[config.mk]
export PLATFORM = sky130hd
export DESIGN_NAME = mem_arbiter
export DESIGN_NICKNAME = d
export VERILOG_FILES = /design/src/rtl/mem_arbiter.sv
export SDC_FILE = /design/constraint.sdc
export NUM_CORES = 1
export LEC_CHECK = 0
export ABC_AREA = 0
export CELL_PAD_IN_SITES_DETAIL_PLACEMENT = 1
export CELL_PAD_IN_SITES_GLOBAL_PLACEMENT = 2
export CORE_MARGIN = 5
export CORE_UTILIZATION = 27
export CTS_CLUSTER_DIAMETER = 100
export DETAILED_ROUTE_END_ITERATION = 7
export PLACE_DENSITY = 0.81
export SYNTH_ARGS = -nofsm -noshare
export SYNTH_HDL_FRONTEND = slang
export SYNTH_SLANG_ARGS = --single-unit
[constraint.sdc]
create_clock -name clk -period 3.6 [get_ports clk]
set_input_delay 0.54 -clock clk [delete_from_list [all_inputs] [get_ports clk]]
set_output_delay 0.54 -clock clk [all_outputs]
set_load 0.02 [all_outputs]
[src/rtl/mem_arbiter.sv]
// Single-port memory sequencer shared by instruction fetch and data load/store.
// Arbitrates between the two requesters with a bounded data-priority streak,
// performs read-modify-write for sub-doubleword stores and flags misaligned
// accesses without touching memory. All outputs are registered.
module mem_arbiter #(
  parameter int MEM_LAT    = 1,
  parameter int STARVE_MAX = 4
) (
  input  logic        clk,
  input  logic        reset,
  input  logic        if_req,
  input  logic [31:0] if_addr,
  output logic [31:0] if_rdata,
  output logic        if_ack,
  output logic        if_err,
  input  logic        d_req,
  input  logic        d_we,
  input  logic [1:0]  d_size,
  input  logic [31:0] d_addr,
  input  logic [63:0] d_wdata,
  output logic [63:0] d_rdata,
  output logic        d_ack,
  output logic        d_err,
  output logic [31:0] mem_addr,
  output logic        mem_wr,
  output logic [63:0] mem_wdata,
  input  logic [63:0] mem_rdata
);

  localparam int CW = (MEM_LAT > 1) ? $clog2(MEM_LAT + 1) : 1;
  localparam int SW = (STARVE_MAX > 1) ? $clog2(STARVE_MAX + 1) : 1;
  localparam logic [CW-1:0] LAT_LAST   = CW'(MEM_LAT);
  localparam logic [SW-1:0] STREAK_LIM = SW'(STARVE_MAX);

  typedef enum logic [2:0] {
    IDLE,
    RD,
    RMW_RD,
    RMW_WR,
    WR,
    ACK
  } state_t;

  state_t        state;
  logic [CW-1:0] wait_cnt;
  logic [SW-1:0] streak;

  // Transaction context captured at grant; requester inputs are ignored afterwards.
  logic          cur_fetch;
  logic [1:0]    cur_size;
  logic [2:0]    cur_offset;
  logic [63:0]   cur_wdata;

  logic          pick_fetch;
  logic [31:0]   sel_addr;
  logic [1:0]    sel_size;
  logic          sel_misaligned;
  logic [63:0]   merged;

  // Arbitration and alignment check for the request that would be granted this cycle.
  always_comb begin
    pick_fetch = if_req && (!d_req || (streak == STREAK_LIM));
    sel_addr   = pick_fetch ? if_addr : d_addr;
    sel_size   = pick_fetch ? 2'd2 : d_size;
    case (sel_size)
      2'd0:    sel_misaligned = 1'b0;
      2'd1:    sel_misaligned = sel_addr[0];
      2'd2:    sel_misaligned = |sel_addr[1:0];
      default: sel_misaligned = |sel_addr[2:0];
    endcase
  end

  // Replace the addressed lane of the doubleword just read with the store data.
  always_comb begin
    merged = mem_rdata;
    case (cur_size)
      2'd0:    merged[{cur_offset[2:0], 3'b000} +: 8]  = cur_wdata[7:0];
      2'd1:    merged[{cur_offset[2:1], 4'b0000} +: 16] = cur_wdata[15:0];
      2'd2:    merged[{cur_offset[2], 5'b00000} +: 32]  = cur_wdata[31:0];
      default: merged = cur_wdata;
    endcase
  end

  // Sequencer: grant, memory access timing, write strobes and completion pulses.
  always_ff @(posedge clk) begin
    if (reset) begin
      state      <= IDLE;
      wait_cnt   <= '0;
      streak     <= '0;
      cur_fetch  <= 1'b0;
      cur_size   <= 2'd0;
      cur_offset <= 3'd0;
      cur_wdata  <= '0;
      if_rdata   <= '0;
      if_ack     <= 1'b0;
      if_err     <= 1'b0;
      d_rdata    <= '0;
      d_ack      <= 1'b0;
      d_err      <= 1'b0;
      mem_addr   <= '0;
      mem_wr     <= 1'b0;
      mem_wdata  <= '0;
    end else begin
      if (!if_req) begin
        streak <= '0;
      end
      case (state)
        IDLE: begin
          if (if_req || d_req) begin
            cur_fetch  <= pick_fetch;
            cur_size   <= sel_size;
            cur_offset <= sel_addr[2:0];
            cur_wdata  <= d_wdata;
            wait_cnt   <= '0;
            if (pick_fetch) begin
              streak <= '0;
            end else if (if_req) begin
              streak <= streak + SW'(1);
            end
            if (sel_misaligned) begin
              state  <= ACK;
              if_ack <= pick_fetch;
              if_err <= pick_fetch;
              d_ack  <= !pick_fetch;
              d_err  <= !pick_fetch;
            end else begin
              mem_addr <= {sel_addr[31:3], 3'b000};
              if (pick_fetch || !d_we) begin
                state <= RD;
              end else if (d_size == 2'd3) begin
                state     <= WR;
                mem_wr    <= 1'b1;
                mem_wdata <= d_wdata;
              end else begin
                state <= RMW_RD;
              end
            end
          end
        end
        RD: begin
          if (wait_cnt == LAT_LAST) begin
            state    <= ACK;
            mem_addr <= '0;
            if (cur_fetch) begin
              if_rdata <= cur_offset[2] ? mem_rdata[63:32] : mem_rdata[31:0];
              if_ack   <= 1'b1;
            end else begin
              d_rdata <= mem_rdata;
              d_ack   <= 1'b1;
            end
          end else begin
            wait_cnt <= wait_cnt + CW'(1);
          end
        end
        RMW_RD: begin
          if (wait_cnt == LAT_LAST) begin
            state     <= RMW_WR;
            mem_wr    <= 1'b1;
            mem_wdata <= merged;
          end else begin
            wait_cnt <= wait_cnt + CW'(1);
          end
        end
        RMW_WR, WR: begin
          state    <= ACK;
          mem_wr   <= 1'b0;
          mem_addr <= '0;
          d_ack    <= 1'b1;
        end
        ACK: begin
          state  <= IDLE;
          if_ack <= 1'b0;
          if_err <= 1'b0;
          d_ack  <= 1'b0;
          d_err  <= 1'b0;
        end
        default: state <= IDLE;
      endcase
    end
  end

endmodule

==> metrics.md <==
| Metric | Value |
|---|---|
| Outcome | `complete, no violations` |
| Grt ovf | `0` |
| Most frequent cells in the layout | `clkdlybuf4s50_1, nand2_1, dfxtp_1` |
| Crit Path Class | `reg -> reg` |
| # diodes | `0` |
| Worst hold stages | `2` |
| Routability congestion estimate | `between 0.8 and 0.9` |
| Hold Violations, Final | `0` |
| Post-synth EDFFs | `0` |
| Post-route DRC | `0` |
| Tightest Hold Check Type | `in -> reg` |
| CP max FO | `10` |
| CTS hold repair buffers | `0` |
| Die X | `approximately 230 µm` |
| Area growth, synth to finish | `43.2%` |
| Post-CTS sizing | `0` |
| Clock Skew | `around 0.026 ns` |
| TritonCTS clock tree | `yes` |
| Tcrit/Tclk final | `81.3%` |
| Initial DRC count | `between 800 and 900` |
| Clock buffer depth | `3` |
| WP buf/inv | `1` |
| Largest net degree at the start of global routing | `74` |
| RR Endpoint | `mem_wdata[31]$_SDFFE_PP0P_` |
| Worst skew pair latency | `~0.55 ns` |
| FP Rows | `80` |
| Min-delay src | `reset` |
| Port-buffer cells | `about 400` |
| Worst EP required | `4.03 ns` |
| Io pins | `approximately 400` |
| WP data arrival | `approximately 3.4 ns` |
| DP HPWL | `between 40,000 and 50,000 µm` |
| CTS Buf Count | `35` |
| DIE HEIGHT | `230 µm` |
| Post-synth ARST share | `0%` |
| Detailed Routing Iterations Pass 1 | `5` |
| Netlist cell types | `73` |
| Cell Area, Placed | `between 0.015 and 0.02 mm²` |
| Worst reg-to-reg setup slack | `between 0.6 and 0.7 ns` |
| GR Util All Layers | `21.9%` |
| Setup_tns | `0 ns` |
| Final Max Tran Viols | `0` |
| Nets | `between 2,000 and 2,500` |
| Number of global-route vias before repair | `about 14,000` |
| Fill count | `5,598` |
| Vias per cell | `5.36` |
| Critical path startpoint category | `register` |
| Top cell type's share of synthesized area | `approximately two fifths` |
| Maxcap violations | `0` |
| Pwr/cell area | `~620 mW/mm²` |
| Worst IR drop on VDD | `~0.26 mV` |
| Initial core utilization | `27.3%` |
| Via count | `~14,000` |
| Sink Count | `~270` |
| Most common cell after layout, fill and taps aside | `clkdlybuf4s50_1` |
| Drt wl/cell | `23.6 µm` |
| Dominant synthesized flop cell | `dfxtp_1` |
| Setup violators final | `0` |
| Root Driver | `clkbuf_16` |
| Die ar. | `~0.053 mm²` |
| CP peak stage delay | `0.61 ns` |
| Hold Path End | `cur_wdata[9]$_SDFFE_PP0P_` |
| Post-route cell area | `between 0.015 and 0.02 mm²` |
| Post-synthesis sequential area ratio | `approximately 42%` |
| Synth area leaders | `dfxtp_1, nand2_1, a21oi_1` |
| Worst-Margin Slew | `approximately 1 ns` |
| CP Capture Type | `register` |
| Yosys warning count | `0` |
| Most used cell, CP | `ha_1` |
| Final WS setup | `approximately 0.67 ns` |
| R2R cell count | `8` |
| #FFs+latches synth | `271` |
| Mapped Area | `around 0.013 mm²` |
| Htree depth | `2` |
| Min Hold Slack | `roughly 0.41 ns` |
| Fmax | `between 300 and 400 MHz` |
| Final min period | `between 2 and 3 ns` |
| # Post-CTS Setup Buffers | `0` |
| Post-Synthesis Cells | `between 1,500 and 2,000` |
| Post-Route WL | `~61,000 µm` |
| Critical path's slowest cell | `nor3b_2` |
| Initial antenna violation count | `3` |
| Critical-path cell list | `inv_1 -> ha_1 -> ha_1 -> nor4b_4 -> nor3b_2 -> a221o_1 -> a221oi_1 -> o31ai_1` |
| Area leader, netlist | `dfxtp_1` |
| Placement Setup Slack | `between 0.6 and 0.7 ns` |
| Avg Synthesized Cell Area | `a little over 8 µm²` |
| Layout cells sized above 1 | `under 10%` |
| Reg2reg start | `cur_offset[1]$_SDFFE_PP0P_` |
| Leakage | `6.60 nW` |
| RSZ-0062 raised after global routing | `false` |
| Clock slew at reported path FFs | `~0.06 ns` |
| ANT nets after route | `0` |
| Core area | `0.0477 mm²` |
| First-pass GRT wire length | `90,500 µm` |
| Crit path max-delay family | `simple AND/OR/NAND/NOR gates` |
| Relative slew slack | `about a third` |
-- cells in the mapped netlist (6+ instances only) --
| cell | instances |
|---|---|
| o211ai_1 | 11 |
| ha_1 | 10 |
| nand3_1 | 30 |
| a31oi_1 | 12 |
| nand2b_1 | 13 |
| mux2i_1 | 41 |
| buf_2 | 14 |
| o31ai_1 | 29 |
| o221ai_1 | 11 |
| a221oi_1 | 24 |
| o21ai_0 | 72 |
| clkbuf_1 | 124 |
| mux2_2 | 19 |
| a221o_1 | 46 |
| nand2_1 | 356 |
| dfxtp_1 | 271 |
| a21o_1 | 15 |
| nor2b_1 | 30 |
| o2111ai_1 | 15 |
| inv_1 | 14 |
| a21oi_1 | 223 |
| mux2_4 | 10 |
| nor3_1 | 6 |
| a211oi_1 | 35 |
| nor2_1 | 76 |
| buf_1 | 9 |
| a32o_1 | 16 |
-- final cells by class --
cell class | instances | area (µm²) | area share [%]
Sequential cell | 271 | 5430 | 29.0
Inverter | 14 | 52.6 | 0.281
Timing Repair Buffer | 431 | 4280 | 22.9
Tap cell | 615 | 769 | 4.12
Clock inverter | 11 | 103 | 0.549
Multi-Input combinational cell | 1182 | 7010 | 37.5
Clock buffer | 52 | 1050 | 5.62
-- logic make-up after synthesis --
kind of cell,count (synthesis),synth area share [%]
and+or+nand+nor,553,18.5
adders and majority gates,10,0.959
muxes,70,5.93
other,1,0.0287
AOI/OAI and AO/OA,545,27.7
buffers and inverters,168,5.25
DFF,271,41.6
xor gates and xnor gates,1,0.0671
-- power by group --
part           internal (mW)  switching, mW  total [mW]
registers               3.43          0.482        3.91
clock network           2.10           1.40        3.50
logic                   1.66           2.51        4.16
-- worst reg2reg max path, cell delays in order (launching register included) --
cell	delay, ns
dfxtp_1	0.46
inv_1	0.16
ha_1	0.24
ha_1	0.28
nor4b_4	0.48
nor3b_2	0.61
a221o_1	0.25
a221oi_1	0.07
o31ai_1	0.28
-- routing by layer --
metal	global-route usage, %	wire length (µm)
met1	28.9	26700
met2	35.7	27900
met3	5.74	4500
met4	6.00	1660
met5	0	45
-- through the flow --
step / util (%) / std cells / power, mW
6_report: 39.1 / 2576 / 11.6
5_1_grt: 39.1 / 2576 / 12.2
4_1_cts: 39.1 / 2576 / 11.7
3_5_place_dp: 36.7 / 2513 / 8.14
3_3_place_gp: 36.7 / 2513 / 8.06
2_1_floorplan: - / 1621 / 6.38
-- worst max-delay path by stage --
stage,slack (ns),cells past startpoint,startpoint,to
after floorplan,0.98,10,cur_offset[1]$_SDFFE_PP0P_,mem_wdata[0]$_SDFFE_PP0P_
after global placement,0.64,6,if_req,mem_addr[20]$_SDFFE_PP0P_
after detailed placement,0.60,6,if_req,mem_addr[20]$_SDFFE_PP0P_
after CTS,0.69,8,cur_offset[1]$_SDFFE_PP0P_,mem_wdata[24]$_SDFFE_PP0P_
after global routing,0.48,8,cur_offset[1]$_SDFFE_PP0P_,mem_wdata[28]$_SDFFE_PP0P_
final,0.67,8,cur_offset[1]$_SDFFE_PP0P_,mem_wdata[31]$_SDFFE_PP0P_
-- state kept, by name, indices dropped and copies added (netlist names), 3 cells and up --
| signal | cells |
|---|---|
| mem_wdata | 64 |
| cur_offset | 3 |
| state | 3 |
| d_rdata | 64 |
| cur_wdata | 64 |
| mem_addr | 29 |
| streak | 3 |
| if_rdata | 32 |
Power figures use the tool's default switching activity.
==> RTL edit 1: new RTL, config.mk and constraints unchanged <==
`MEM_LAT`: 1 -> 2.
--- a/src/rtl/mem_arbiter.sv
+++ b/src/rtl/mem_arbiter.sv
@@ -3,7 +3,7 @@
 // performs read-modify-write for sub-doubleword stores and flags misaligned
 // accesses without touching memory. All outputs are registered.
 module mem_arbiter #(
-  parameter int MEM_LAT    = 1,
+  parameter int MEM_LAT    = 2,
   parameter int STARVE_MAX = 4
 ) (
   input  logic        clk,
Behaviour: not the same (a bounded check fails within 4 cycles, from zero or initial values and one cycle with reset high).
==> RTL edit 1 against the unedited design <==
Utilization decreased by 0.28 points. Sequential power fell by 4%. Worst setup slack improved by 0.077 ns. Critical endpoint is now mem_wdata[46]$_SDFFE_PP0P_. Sequential cell count increased by 1. Power fell by 12%. Design area up 1.6%. Routed wire length grew 0.32%. Area after synthesis up 2.0%. Count of clock-buffer cells in the layout unchanged.
==> RTL edit 1: results (changes against the unedited design) <==
- Slew @ Worst Pin: 1.04 ns (was 0.972 ns)
- Logic pwr share: 0.291 (was 0.360)
- DR WL met2: 27.1 mm (was 27.9 mm)
- P_int: 0.00654 W (was 0.00719 W)
- Placer Congestion: 0.856 (was 0.880)
- Skew final: 0.0263 ns (was 0.0256 ns)
- Post-Syn Instances: 1,648 (was 1,619)
- Met3 usage: 0.0571 (was 0.0574)
- Synth top cells by count: nand2_1, dfxtp_1, a21oi_1, clkbuf_1, nor2_1 (unchanged)
- Flop+latch power: 0.00374 W (was 0.00391 W)
- Mux cell area share after synthesis: 0.0621 (was 0.0593)
- Global-route wire length before repair: 90.8 mm (was 90.5 mm)
- Initial drt markers: 833 (was 898)
- Max VDD drop: 0.314 mV (was 0.256 mV)
- WL met1: 27.5 mm (was 26.7 mm)
- Dominant cells by area after synthesis: dfxtp_1, nand2_1, a21oi_1 (unchanged)
- Layout cell share with drive strength beyond 1: 0.0729 (was 0.0785)
- Largest net degree at the start of global routing: 102 (was 74)
- CP Max Fanout: 18 (was 10)
- Post-Synth XOR/XNOR Area: 0.000658 (was 0.000671)
- Post-synthesis sequential area ratio: 0.409 (was 0.416)
- Pre-CTS setup slack: 0.225 ns (was 0.601 ns)
- Pwr per Cell Area: 536 mW/mm^2 (was 619 mW/mm^2)
- Status: complete, no violations (unchanged)
- Routing usage on met2: 0.340 (was 0.357)
- Vias: 13,900 (was 13,800)
- CP max stage delay: 0.78 ns (was 0.61 ns)
- Lkg Pwr: 6.42 nW (was 6.60 nW)
-- RTL edit 1: cell types whose count changed in the layout (fill, tap and decap cells not counted), sizes merged, moves of 10 or more --
| cell | before | now |
|---|---|---|
| nand2 | 356 | 325 |
| a311oi | 4 | 18 |
| o2bb2ai | 1 | 45 |
| mux2 | 29 | 10 |
| and3 | 4 | 29 |
| a221o | 46 | 13 |
| a221oi | 24 | 13 |
| mux2i | 41 | 71 |
| nor4 | 2 | 12 |
| nor2 | 76 | 101 |
| a21oi | 224 | 204 |
| nor2b | 30 | 3 |
| o31ai | 29 | 15 |
-- RTL edit 1: cell type report --
| class | count | area (um^2) | share of cell area |
|---|---|---|---|
| flip-flops and latches | 272 | 5450 | 0.287 |
| clock buffers | 52 | 1040 | 0.0548 |
| diodes | 4 | 10.0 | 0.000527 |
| repair buffers | 429 | 4270 | 0.225 |
| clock inverters | 9 | 92.6 | 0.00488 |
| well taps | 664 | 831 | 0.0438 |
| inverters | 16 | 60.1 | 0.00316 |
| multi-input cells | 1210 | 7240 | 0.381 |
-- RTL edit 1: path summary, 6_finish.rpt --
check | from | endpoint | slack (ns) | depth (start not counted)
setup / recovery | state[1]$_SDFFE_PP0P_ | mem_wdata[46]$_SDFFE_PP0P_ | 0.75 | 5
hold / removal | reset | cur_wdata[39]$_SDFFE_PP0P_ | 0.41 | 2
hold reg to reg | mem_wdata[17]$_SDFFE_PP0P_ | mem_wdata[17]$_SDFFE_PP0P_ | 0.44 | 2
setup reg to reg | state[1]$_SDFFE_PP0P_ | mem_wdata[46]$_SDFFE_PP0P_ | 0.75 | 5
-- RTL edit 1: worst reg2reg max path: cells and delay by family (launching register included) --
kind / cells / cell delay (ns)
DFF: 1 / 0.78
and+or+nand+nor: 3 / 1.23
AOI/OAI and AO/OA: 2 / 0.73
==> RTL edit 2: new RTL, same settings <==
Made on the original files. Encoding of `state_t`: now one-hot (6 bits for 6 states).
--- a/src/rtl/mem_arbiter.sv
+++ b/src/rtl/mem_arbiter.sv
@@ -32,13 +32,13 @@
   localparam logic [CW-1:0] LAT_LAST   = CW'(MEM_LAT);
   localparam logic [SW-1:0] STREAK_LIM = SW'(STARVE_MAX);
 
-  typedef enum logic [2:0] {
-    IDLE,
-    RD,
-    RMW_RD,
-    RMW_WR,
-    WR,
-    ACK
+  typedef enum logic [5:0] {
+    IDLE   = 6'b000001,
+    RD     = 6'b000010,
+    RMW_RD = 6'b000100,
+    RMW_WR = 6'b001000,
+    WR     = 6'b010000,
+    ACK    = 6'b100000
   } state_t;
 
   state_t        state;
Check against the original RTL: same outputs for any inputs over 4 cycles, from zero or initial values and one cycle with reset high; so few cycles prove little.
==> RTL edit 2 against the unedited design <==
Worst setup slack got worse by 0.12 ns. Design area fell by 1.3%. Count of clock-buffer cells in the layout did not move. Final cell count is 0.35% lower. Routed wire length increased by 3.8%. Sequential share of layout area is 0.69 points higher. Critical path type unchanged. Area after synthesis down 1.1%. Power decreased by 22%. Sequential cell count up 3.
==> RTL edit 2: results (changes against the unedited design) <==
- Inverter count: 50 (was 14)
- Layout cell share with drive strength beyond 1: 0.0632 (was 0.0785)
- Post-Synth XOR/XNOR Area: 0.00136 (was 0.000671)
- Final Non-Filler Cells: 2,567 (was 2,576)
- CP max stage delay: 0.57 ns (was 0.61 ns)
- Mux cell area share after synthesis: 0.0542 (was 0.0593)
- DR WL met2: 29.9 mm (was 27.9 mm)
- Metal3 WL: 4.46 mm (was 4.50 mm)
- Switch share: 0.329 (was 0.379)
- Placed insts: 2,500 (was 2,513)
- Non-clk buf share: 0.231 (was 0.229)
- Combinational power: 0.00222 W (was 0.00416 W)
- Reg area: 0.00549 mm^2 (was 0.00543 mm^2)
- Initial drt markers: 1,279 (was 898)
- Dominant cells by area after synthesis: dfxtp_1, nand2_1, a21oi_1 (unchanged)
- WL per Instance: 24.6 um (was 23.6 um)
- Met3 usage: 0.0561 (was 0.0574)
- Area of placed instances: 0.0174 mm^2 (was 0.0175 mm^2)
- Largest net degree at the start of global routing: 99 (was 74)
- Skew final: 0.0197 ns (was 0.0256 ns)
- Pre-CTS setup slack: 0.456 ns (was 0.601 ns)
- Vias in the first global route: 13,900 (was 14,100)
- CP Data Arrival Time: 3.45 ns (was 3.36 ns)
- Status: complete, no violations (unchanged)
- Die area: 0.0523 mm^2 (was 0.0528 mm^2)
- Synth top cells by count: nand2_1, dfxtp_1, a21oi_1, clkbuf_1, nor2_1 (unchanged)
- Routing usage on met2: 0.374 (was 0.357)
- FILL cells: 5,584 (was 5,598)
- Vias/cell: 5.37 (was 5.36)
- Max_slew headroom: 0.240 (was 0.351)
- Final nets: 2,131 (was 2,144)
- Final HPWL DP: 46.9 mm (was 45.0 mm)
- Lkg Pwr: 6.34 nW (was 6.60 nW)
- Multi-Input Combinational: 1,128 (was 1,182)
## RTL edit 2: cell types whose count changed in the layout (fill, tap and decap cells not counted), sizes merged, moves of 22 or more
cell / before / now
o32ai: 1 / 45
o22ai: 1 / 43
o21ai: 73 / 32
inv: 14 / 48
nand2: 356 / 333
a221o: 46 / 24
mux2: 29 / 7
nor2b: 30 / 8
## RTL edit 2: path summary, 6_finish.rpt
| check | endpoint | start | slack (ns) | cells after the start |
|---|---|---|---|---|
| worst max register to register | mem_wdata[42]$_SDFFE_PP0P_ | cur_offset[2]$_SDFFE_PP0P_ | 0.55 | 7 |
| worst min-delay path | cur_fetch$_SDFFE_PP0P_ | reset | 0.42 | 2 |
| worst min register to register | d_rdata[27]$_SDFFE_PP0P_ | d_rdata[27]$_SDFFE_PP0P_ | 0.46 | 2 |
| worst max-delay path | mem_wdata[42]$_SDFFE_PP0P_ | cur_offset[2]$_SDFFE_PP0P_ | 0.55 | 7 |
